File: src/rtl/tmult_pkg.sv
// Shared types and sizing for the ternary matrix-vector unit.
// Holds the FSM encoding, weight field positions and accumulator sizing.
package tmult_pkg;

    typedef enum logic [1:0] {
        ST_IDLE,
        ST_RUN,
        ST_DONE
    } state_t;

    // Field index inside one row's 2*IN_LEN weight slice.
    localparam int W_POS = 0;
    localparam int W_NEG = 1;

    // Sign bit plus enough headroom for IN_LEN full-scale activations.
    function automatic int acc_width(input int bit_width, input int in_len);
        return bit_width + $clog2(in_len) + 1;
    endfunction

endpackage

File: src/rtl/ternary_row_acc.sv
// One output row: ternary decode, popcount difference, shift-add accumulate.
// Saturation is applied on the read side so the accumulator stays exact.
module ternary_row_acc
    import tmult_pkg::*;
#(
    parameter int IN_LEN    = 12,
    parameter int OUT_WIDTH = 8,
    parameter int ACC_WIDTH = 13,
    parameter int CNT_W     = 3
) (
    input  logic                 clk,
    input  logic                 rst_n,
    input  logic                 clr,
    input  logic                 en,
    input  logic                 neg_beat,
    input  logic [CNT_W-1:0]     beat,
    input  logic [IN_LEN-1:0]    pos,
    input  logic [IN_LEN-1:0]    neg,
    input  logic [IN_LEN-1:0]    bits,
    input  logic                 sat_en,
    output logic [ACC_WIDTH-1:0] result
);

    localparam int SAT_W = (OUT_WIDTH < ACC_WIDTH) ? OUT_WIDTH : ACC_WIDTH;
    localparam logic signed [ACC_WIDTH-1:0] SAT_MAX =
        {{(ACC_WIDTH-SAT_W+1){1'b0}}, {(SAT_W-1){1'b1}}};
    localparam logic signed [ACC_WIDTH-1:0] SAT_MIN = ~SAT_MAX;

    logic signed [ACC_WIDTH-1:0] acc_q;
    logic signed [ACC_WIDTH-1:0] term;
    logic [IN_LEN-1:0]           hit_pos;
    logic [IN_LEN-1:0]           hit_neg;
    int                          pc_pos;
    int                          pc_neg;

    // Neg wins over pos; count +1 and -1 hits on this bit-plane.
    always_comb begin
        hit_pos = pos & ~neg & bits;
        hit_neg = neg & bits;
        pc_pos  = 0;
        pc_neg  = 0;
        for (int i = 0; i < IN_LEN; i++) begin
            pc_pos = pc_pos + int'(hit_pos[i]);
            pc_neg = pc_neg + int'(hit_neg[i]);
        end
        term = ACC_WIDTH'(pc_pos - pc_neg) <<< beat;
    end

    // Accumulate the weighted plane; the sign plane subtracts in signed mode.
    always_ff @(posedge clk or negedge rst_n) begin
        if (!rst_n) begin
            acc_q <= '0;
        end else if (clr) begin
            acc_q <= '0;
        end else if (en) begin
            acc_q <= neg_beat ? acc_q - term : acc_q + term;
        end
    end

    // Optional clamp to the narrower output range, sign-extended.
    always_comb begin
        result = acc_q;
        if (sat_en) begin
            if (acc_q > SAT_MAX) begin
                result = SAT_MAX;
            end else if (acc_q < SAT_MIN) begin
                result = SAT_MIN;
            end
        end
    end

endmodule

File: src/rtl/ternary_mvm_serial.sv
// Bit-serial ternary matrix-vector multiply, one activation bit-plane per beat.
// Weights and mode bits are captured at start and held for the whole job.
module ternary_mvm_serial
    import tmult_pkg::*;
#(
    parameter int IN_LEN    = 12,
    parameter int OUT_LEN   = 6,
    parameter int BIT_WIDTH = 8,
    parameter int OUT_WIDTH = 8,
    localparam int ACC_WIDTH = acc_width(BIT_WIDTH, IN_LEN)
) (
    input  logic                           clk,
    input  logic                           rst_n,
    input  logic                           start,
    input  logic                           signed_mode,
    input  logic                           sat_en,
    input  logic [2*IN_LEN*OUT_LEN-1:0]    weights,
    input  logic                           in_valid,
    output logic                           in_ready,
    input  logic [IN_LEN-1:0]              in_bits,
    output logic                           out_valid,
    input  logic                           out_ready,
    output logic [OUT_LEN*ACC_WIDTH-1:0]   out_data
);

    localparam int CNT_W = (BIT_WIDTH > 1) ? $clog2(BIT_WIDTH) : 1;
    localparam logic [CNT_W-1:0] LAST_BEAT = CNT_W'(BIT_WIDTH - 1);

    state_t                        state_q;
    state_t                        state_d;
    logic [CNT_W-1:0]              cnt_q;
    logic [2*IN_LEN*OUT_LEN-1:0]   w_q;
    logic                          sm_q;
    logic                          sat_q;
    logic                          clr;
    logic                          accept;
    logic                          last;

    assign in_ready  = (state_q == ST_RUN);
    assign out_valid = (state_q == ST_DONE);
    assign clr       = (state_q == ST_IDLE) && start;
    assign accept    = in_valid && in_ready;
    assign last      = (cnt_q == LAST_BEAT);

    // State register.
    always_ff @(posedge clk or negedge rst_n) begin
        if (!rst_n) begin
            state_q <= ST_IDLE;
        end else begin
            state_q <= state_d;
        end
    end

    // Next-state: start only counts in IDLE, out_ready only in DONE.
    always_comb begin
        state_d = state_q;
        unique case (state_q)
            ST_IDLE: if (start) state_d = ST_RUN;
            ST_RUN:  if (accept && last) state_d = ST_DONE;
            ST_DONE: if (out_ready) state_d = ST_IDLE;
            default: state_d = ST_IDLE;
        endcase
    end

    // Job snapshot and beat counter.
    always_ff @(posedge clk or negedge rst_n) begin
        if (!rst_n) begin
            w_q   <= '0;
            sm_q  <= 1'b0;
            sat_q <= 1'b0;
            cnt_q <= '0;
        end else if (clr) begin
            w_q   <= weights;
            sm_q  <= signed_mode;
            sat_q <= sat_en;
            cnt_q <= '0;
        end else if (accept && !last) begin
            cnt_q <= cnt_q + 1'b1;
        end
    end

    for (genvar r = 0; r < OUT_LEN; r++) begin : g_row
        logic [ACC_WIDTH-1:0] res;

        ternary_row_acc #(
            .IN_LEN    (IN_LEN),
            .OUT_WIDTH (OUT_WIDTH),
            .ACC_WIDTH (ACC_WIDTH),
            .CNT_W     (CNT_W)
        ) u_row (
            .clk      (clk),
            .rst_n    (rst_n),
            .clr      (clr),
            .en       (accept),
            .neg_beat (sm_q && last),
            .beat     (cnt_q),
            .pos      (w_q[r*2*IN_LEN + W_POS*IN_LEN +: IN_LEN]),
            .neg      (w_q[r*2*IN_LEN + W_NEG*IN_LEN +: IN_LEN]),
            .bits     (in_bits),
            .sat_en   (sat_q),
            .result   (res)
        );

        assign out_data[r*ACC_WIDTH +: ACC_WIDTH] =
            (state_q == ST_DONE) ? res : '0;
    end

endmodule
File: config.mk
export PLATFORM = sky130hd
export DESIGN_NAME = ternary_mvm_serial
export DESIGN_NICKNAME = d
export VERILOG_FILES = /design/src/rtl/tmult_pkg.sv /design/src/rtl/ternary_row_acc.sv /design/src/rtl/ternary_mvm_serial.sv
export SDC_FILE = /design/constraint.sdc
export NUM_CORES = 1
export LEC_CHECK = 0
export CAP_MARGIN = 20
export CORE_MARGIN = 8
export CORE_UTILIZATION = 40
export CTS_CLUSTER_SIZE = 20
export DETAILED_ROUTE_END_ITERATION = 10
export PLACE_DENSITY = 0.61
export SYNTH_ARGS = -nofsm -noshare
export SYNTH_HDL_FRONTEND = slang
export SYNTH_SLANG_ARGS = --single-unit
File: constraint.sdc
create_clock -name clk -period 6.62 [get_ports clk]
set_input_delay 0.662 -clock clk [delete_from_list [all_inputs] [get_ports clk]]
set_output_delay 0.662 -clock clk [all_outputs]
set_load 0.01 [all_outputs]
**Yosys cells after proc, flatten, opt, wreduce, memory -nomap -nowiden**

Cells that the tools add are included.

- $add $sub $neg: 151
- Magnitude comparators: 12
- Equality and inequality tests: 6
- Shift operators: 6
- Multiplexer cells: 48
- Bitwise logic cells: 24
- Reduce and logical (&&, ||, !) cells: 10

Operators with widths:

| kind | number |
|---|---|
| $add A13 B2 Y13 | 120 |
| $mux W13 | 42 |
| $and A12 B12 Y12 | 18 |
| $sub A13 B13 Y13 | 12 |
| $add A13 B13 Y13 | 6 |
| $gt A13 B8 Y1 const B | 6 |
| $lt A13 B8 Y1 const B | 6 |
| $sshl A13 B3 Y13 | 6 |
| $not A12 Y12 | 6 |
| $add A1 B1 Y2 | 12 |
| $mux W2 | 3 |
| $mux W3 | 2 |
| $pmux W2 S3 | 1 |
| $logic_and A1 B1 Y1 | 5 |
| $ne A2 B1 Y1 const B | 2 |
| $reduce_bool A2 Y1 | 2 |
| $add A3 B1 Y3 const B | 1 |
| $eq A3 B3 Y1 const B | 1 |
| $reduce_and A3 Y1 | 1 |
| $eq A2 B1 Y1 const B | 1 |
| $eq A2 B2 Y1 const B | 1 |
| $logic_not A2 Y1 | 1 |
| $ne A2 B2 Y1 const B | 1 |
| $logic_not A1 Y1 | 1 |

- Register bits: 229
- Bits of input ports: 163
- Output and inout bits: 80

**Depth between registers and ports, before layout**

- Depth in word-level cells: 20
- Gate-level depth with buffers: 32

**Cells and area by module**

A second synthesis with hierarchy kept.

- Cells, all modules: 2497
- Area total of the unflattened synthesis: 22273.9 µm²

By module, submodules not included:

| module | times used | cells an instance | area an instance (µm²) |
|---|---|---|---|
| ternary_mvm_serial | 1 | 418 | 6219.7 |
| ternary_row_acc at g_row[0].u_row ... | 2 | 355 | 2675.1 |
| ternary_row_acc at g_row[3].u_row | 1 | 342 | 2692.6 |
| ternary_row_acc at g_row[1].u_row | 1 | 344 | 2687.6 |
| ternary_row_acc at g_row[4].u_row | 1 | 347 | 2682.6 |
| ternary_row_acc at g_row[5].u_row | 1 | 336 | 2641.3 |

**Worst setup path before layout**

OpenSTA, ideal clock, no wires.

- Path type: input-to-reg
- Start: input port in_bits[0]
- End: register g_row[0].u_row.acc_q[12]
- Setup time: 0.130 ns
- Arrival: 7.463 ns
- Required time: 6.490 ns
- Slack: -0.973 ns
- Cell stages on the path: 29
- Cell sequence: clkbuf_1 > and2_1 > ha_1 > fa_1 > inv_1 > fa_1 > fa_1 > fa_1 > fa_1 > ha_1 > a21o_1 > a21oi_1 > inv_1 > ha_1 > nor2_1 > a211oi_1 > o31ai_1 > nand2b_1 > or4b_4 > nand2_1 > xor2_1 > ha_1 > nand3_1 > a211oi_1 > a2111o_1 > a21o_1 > a21oi_1 > xnor2_1 > o21ai_1

- Word-level cells in the longest chain between the ends: 18

RTL lines:

| element | RTL line | source |
|---|---|---|
| from (decl) | ternary_mvm_serial.sv:20 | `input logic [IN_LEN-1:0] in_bits,` |
| $and A12 B12 Y12 (on tied branches) | ternary_row_acc.sv:38, ternary_row_acc.sv:39 |  |
| $add A1 B1 Y2 (on tied branches) | ternary_row_acc.sv:43, ternary_row_acc.sv:44 |  |
| $add A13 B2 Y13 (on tied branches) (10 in series) | ternary_row_acc.sv:43, ternary_row_acc.sv:44 |  |
| $sub A13 B13 Y13 (*) | ternary_row_acc.sv:46 | `term = ACC_WIDTH'(pc_pos - pc_neg) <<< beat;` |
| $sshl A13 B3 Y13 (*) | ternary_row_acc.sv:46 |  |
| $add A13 B13 Y13 or $sub A13 B13 Y13 (tied branches) | ternary_row_acc.sv:56 | `acc_q <= neg_beat ? acc_q - term : acc_q + term;` |
| $mux W13 (*) | ternary_row_acc.sv:56 |  |
| $mux W13 (*) | ternary_row_acc.sv:55 | `end else if (en) begin` |
| $mux W13 (*) | ternary_row_acc.sv:53 | `end else if (clr) begin` |
| to (signal assigned) | ternary_row_acc.sv:56 |  |
| to (decl) | ternary_row_acc.sv:29 | `logic signed [ACC_WIDTH-1:0] acc_q;` |

Mark *: on every way between the ends. The rest lies on a longest branch, timed or not. The select of a mux whose other input is x is not followed.
A chain may end at the register's enable or synchronous reset.

**Worst setup path in the final report**

- Start: register w_q[37]
- End: register g_row[1].u_row.acc_q[12]

- Word-level cells in the longest chain between the ends: 20

RTL lines:

| element | RTL line | source |
|---|---|---|
| from (decl) | ternary_mvm_serial.sv:32 | `logic [2*IN_LEN*OUT_LEN-1:0] w_q;` |
| from (signal assigned) | ternary_mvm_serial.sv:73 | `w_q <= weights;` |
| $not A12 Y12 | ternary_row_acc.sv:38 | `hit_pos = pos & ~neg & bits;` |
| $and A12 B12 Y12 (2 in series) | ternary_row_acc.sv:38 |  |
| $add A1 B1 Y2 | ternary_row_acc.sv:43 | `pc_pos = pc_pos + int'(hit_pos[i]);` |
| $add A13 B2 Y13 (10 in series) | ternary_row_acc.sv:43 |  |
| $sub A13 B13 Y13 (*) | ternary_row_acc.sv:46 |  |
| $sshl A13 B3 Y13 (*) | ternary_row_acc.sv:46 |  |
| $add A13 B13 Y13 or $sub A13 B13 Y13 (tied branches) | ternary_row_acc.sv:56 |  |
| $mux W13 (*) | ternary_row_acc.sv:56 |  |
| $mux W13 (*) | ternary_row_acc.sv:55 |  |
| $mux W13 (*) | ternary_row_acc.sv:53 |  |
| to (signal assigned) | ternary_row_acc.sv:56 |  |
| to (decl) | ternary_row_acc.sv:29 |  |

Marked as above.

==> results_dict.tcl <==
set metrics [dict create \
    status "finished with violations" \
    violations "negative setup slack" \
    clk_pin_slew_ps 60 \
    detail_route.vias_per_cell 5.167 \
    postCtsHoldBufs 0 \
    drt_pass1_iterations 5 \
    post_dp_cell_area_sq_um 27630 \
    pin_count 243 \
    clkSinkCount 229 \
    grtUsageTotal_pct 21.84 \
    synth_cell_type_count 96 \
    startpoint_type "register" \
    synth.ff_latch_count 229 \
    ctsLongestPathBuffers 3 \
    layout-drive-gt1-share_pct 24.15 \
    overflow 0 \
    start_util_pct 40.30 \
    grt_max_degree 141 \
    cts_tree "yes" \
    top_layer "met5" \
    nNetsFinal 3653 \
    slew_violations 0 \
    period_share_pct 106.4 \
    synthToLayoutAreaGrowth_pct 38.49 \
    worstPathArrival_ps 7550 \
    ys_warn_count 0 \
    dieWidth_um 248.4 \
    antenna_found_initial 4 \
    hold_slack_ps 55.51 \
    clock_skew_ps 24.03 \
    post_drt_wl_per_cell_um 17.32 \
    clock_latency_ps 590 \
    drc 0 \
    rr_endpoint "g_row[1].u_row.acc_q[12]" \
    async_flop_share_pct 100.0 \
    numPortBuffers 242 \
    wl_um 68160 \
    r2r_slack_ps -420 \
    critPathRequiredTime_ps 7120 \
    cp_max_fo 3 \
    rsz0062_at_grt "yes" \
    worst-setup-path-type "register to register" \
    synthCells 2649 \
    synth_flop_cell "dfrtp_1" \
    max_clock_freq_mhz 142.0 \
    gp_congestion 0.8631 \
    max_cap_violations 0 \
    synth_edf_count 0 \
    avgSynthCellArea_sq_um 8.155 \
    r2r_cells 30 \
    antennaDiodeCount 0 \
    grt_pass1_wl_um 109400 \
    r2r-start "w_q[37]" \
    worst_slack_ps -423.4 \
    numCtsBuffers 28 \
    vias 20326 \
    dp_hpwl_um 52360 \
    maxSlewHeadroom_pct 37.77 \
    synth_nets 3084 \
    cp_common_cell "fa_2" \
    report.final.setup_viol 22 \
    tightest_slew_ps 933.5 \
    hold_path.class "input pin to asynchronous set/reset pin" \
    clockRootBuffer "clkbuf_16" \
    wl_met3_um 2981 \
    die_y_um 248.4 \
    num-fill-cells 4836 \
    grt_pass1_vias 20863 \
    period_needed_ps 7043 \
    final_area_sq_um 29920 \
    coreArea_sq_um 53600 \
    wl_met1_um 30740 \
    dr_wl_met2_um 32830 \
    drt_iter0_markers 1045 \
    htree_levels 1 \
    final-hold-violation-count 0 \
    rows 85 \
    syn_area_sq_um 21600 \
    seq_area_frac_synth_pct 26.53 \
    cpPeakStageDelay_ps 540 \
    critPathCaptureType "register" \
    ant_nets 0 \
    slowest_stage "fa_2" \
    dieArea_sq_um 61700 \
]
-- synth_stat cells (12+ instances only) --
master | instances | area (sq um)
a211oi_1 | 14 | 105.1
nand2_1 | 682 | 2560
o21a_1 | 34 | 255.2
a211o_1 | 13 | 113.9
xor2_1 | 73 | 639.4
a21o_1 | 27 | 202.7
nor2b_1 | 20 | 125.1
and2_1 | 68 | 425.4
nor3_1 | 33 | 165.2
or3_1 | 12 | 75.07
or2_2 | 13 | 81.33
buf_2 | 21 | 105.1
and3b_1 | 26 | 227.7
ha_1 | 158 | 1977
xnor2_1 | 54 | 473.0
nand2b_1 | 42 | 262.8
inv_1 | 187 | 701.9
mux2i_1 | 24 | 240.2
o31ai_1 | 19 | 142.6
clkbuf_1 | 84 | 315.3
nand3_1 | 29 | 145.1
fa_1 | 114 | 2282
a21oi_1 | 133 | 665.6
o211ai_1 | 20 | 150.1
and3_1 | 12 | 75.07
dfrtp_1 | 229 | 5731
nand3b_1 | 43 | 322.8
nor2_1 | 118 | 442.9
o21ai_0 | 146 | 730.7
-- worst max path at each step --
stage                          start                  endpoint  slack (ps)
final                        w_q[37]  g_row[1].u_row.acc_q[12]        -420
after CTS                 in_bits[0]  g_row[5].u_row.acc_q[12]        -440
after detailed placement  in_bits[0]  g_row[5].u_row.acc_q[12]       -1420
after global placement    in_bits[0]  g_row[1].u_row.acc_q[12]       -1320
after global routing         w_q[37]  g_row[1].u_row.acc_q[12]        -680
after floorplan           in_bits[1]  g_row[0].u_row.acc_q[12]        -570
-- worst max-delay path: cells and delay by family, from the launching register on --
| family | cells | cell delay, ps |
|---|---|---|
| xor gates and xnor gates | 1 | 170 |
| adders and majority gates | 9 | 3220 |
| DFF | 1 | 380 |
| AOI/OAI and AO/OA | 8 | 1440 |
| and+or+nand+nor | 6 | 1160 |
| muxes | 1 | 170 |
| buffers and inverters | 5 | 430 |
-- cell families after synthesis --
logic type	synth area share, %
XOR/XNOR	5.149
AND/OR/NAND/NOR	24.28
flip-flops	26.53
adder cells (fa/ha/maj)	19.72
AO/OA/AOI/OAI	16.15
multiplexers	2.207
buffers and inverters	5.977
-- flip-flops by register name, indices dropped and copies added (netlist names) --
register	flops
w_q	144
g_row.u_row.acc_q	78
cnt_q	3
state_q	2
sat_q	1
sm_q	1
-- metal layers --
metal | up-vias | GRT usage [%]
met5 | - | 0
met4 | 4 | 4.536
met3 | 93 | 2.862
met2 | 442 | 37.59
met1 | 9785 | 29.22
li1 | 10002 | -
-- cell usage in the layout, fill, tap and decap left out, drive strengths merged, types with 9 or more instances in the layout --
cell           count
a211o             13
a211oi            15
a21boi            11
a21o              27
a21oi            134
a31oi             11
and2              70
and3              12
and3b             26
buf              428
clkbuf            40
clkdlybuf4s50    233
dfrtp            229
fa               114
ha               158
inv              188
mux2              10
mux2i             24
nand2            682
nand2b            43
nand3             30
nand3b            43
nor2             118
nor2b             20
nor3              33
o211ai            23
o21a              34
o21ai            153
o22ai              9
o31ai             22
or2               13
or3               13
xnor2             54
xor2              73
-- through the flow --
stage / instances / TNS (ps) / utilization, % / setup WS, ps
after floorplan: 2649 / -4740 / - / -565.4
after global placement: 3820 / -45430 / 51.54 / -1316
after detailed placement: 3820 / -50940 / 51.54 / -1424
after CTS: 3916 / -5097 / 54.72 / -435.1
after global routing: 3934 / -11630 / 55.82 / -682.1
final: 3934 / -3982 / 55.82 / -423.4
-- what timing repair did --
item / in CTS / in global routing
setup endpoints to repair: 43 / 40
gates cloned: 0 / 0
buffers inserted: 46 / 20
resized for setup: 119 / 126
pin swaps: 123 / 105
-- cell type report --
type / count / area (sq um) / area share (%)
clock buffers: 38 / 768.2 / 2.568
clock inverters: 12 / 165.2 / 0.5520
inverters: 189 / 709.4 / 2.371
multi-input cells: 2103 / 15910 / 53.16
flip-flops and latches: 229 / 5737 / 19.17
well taps: 696 / 870.8 / 2.911
repair buffers: 667 / 5763 / 19.26
Power is left out: the tool's default activity adds up to more than one toggle a clock period on the data nets, which glitch-free logic cannot reach.
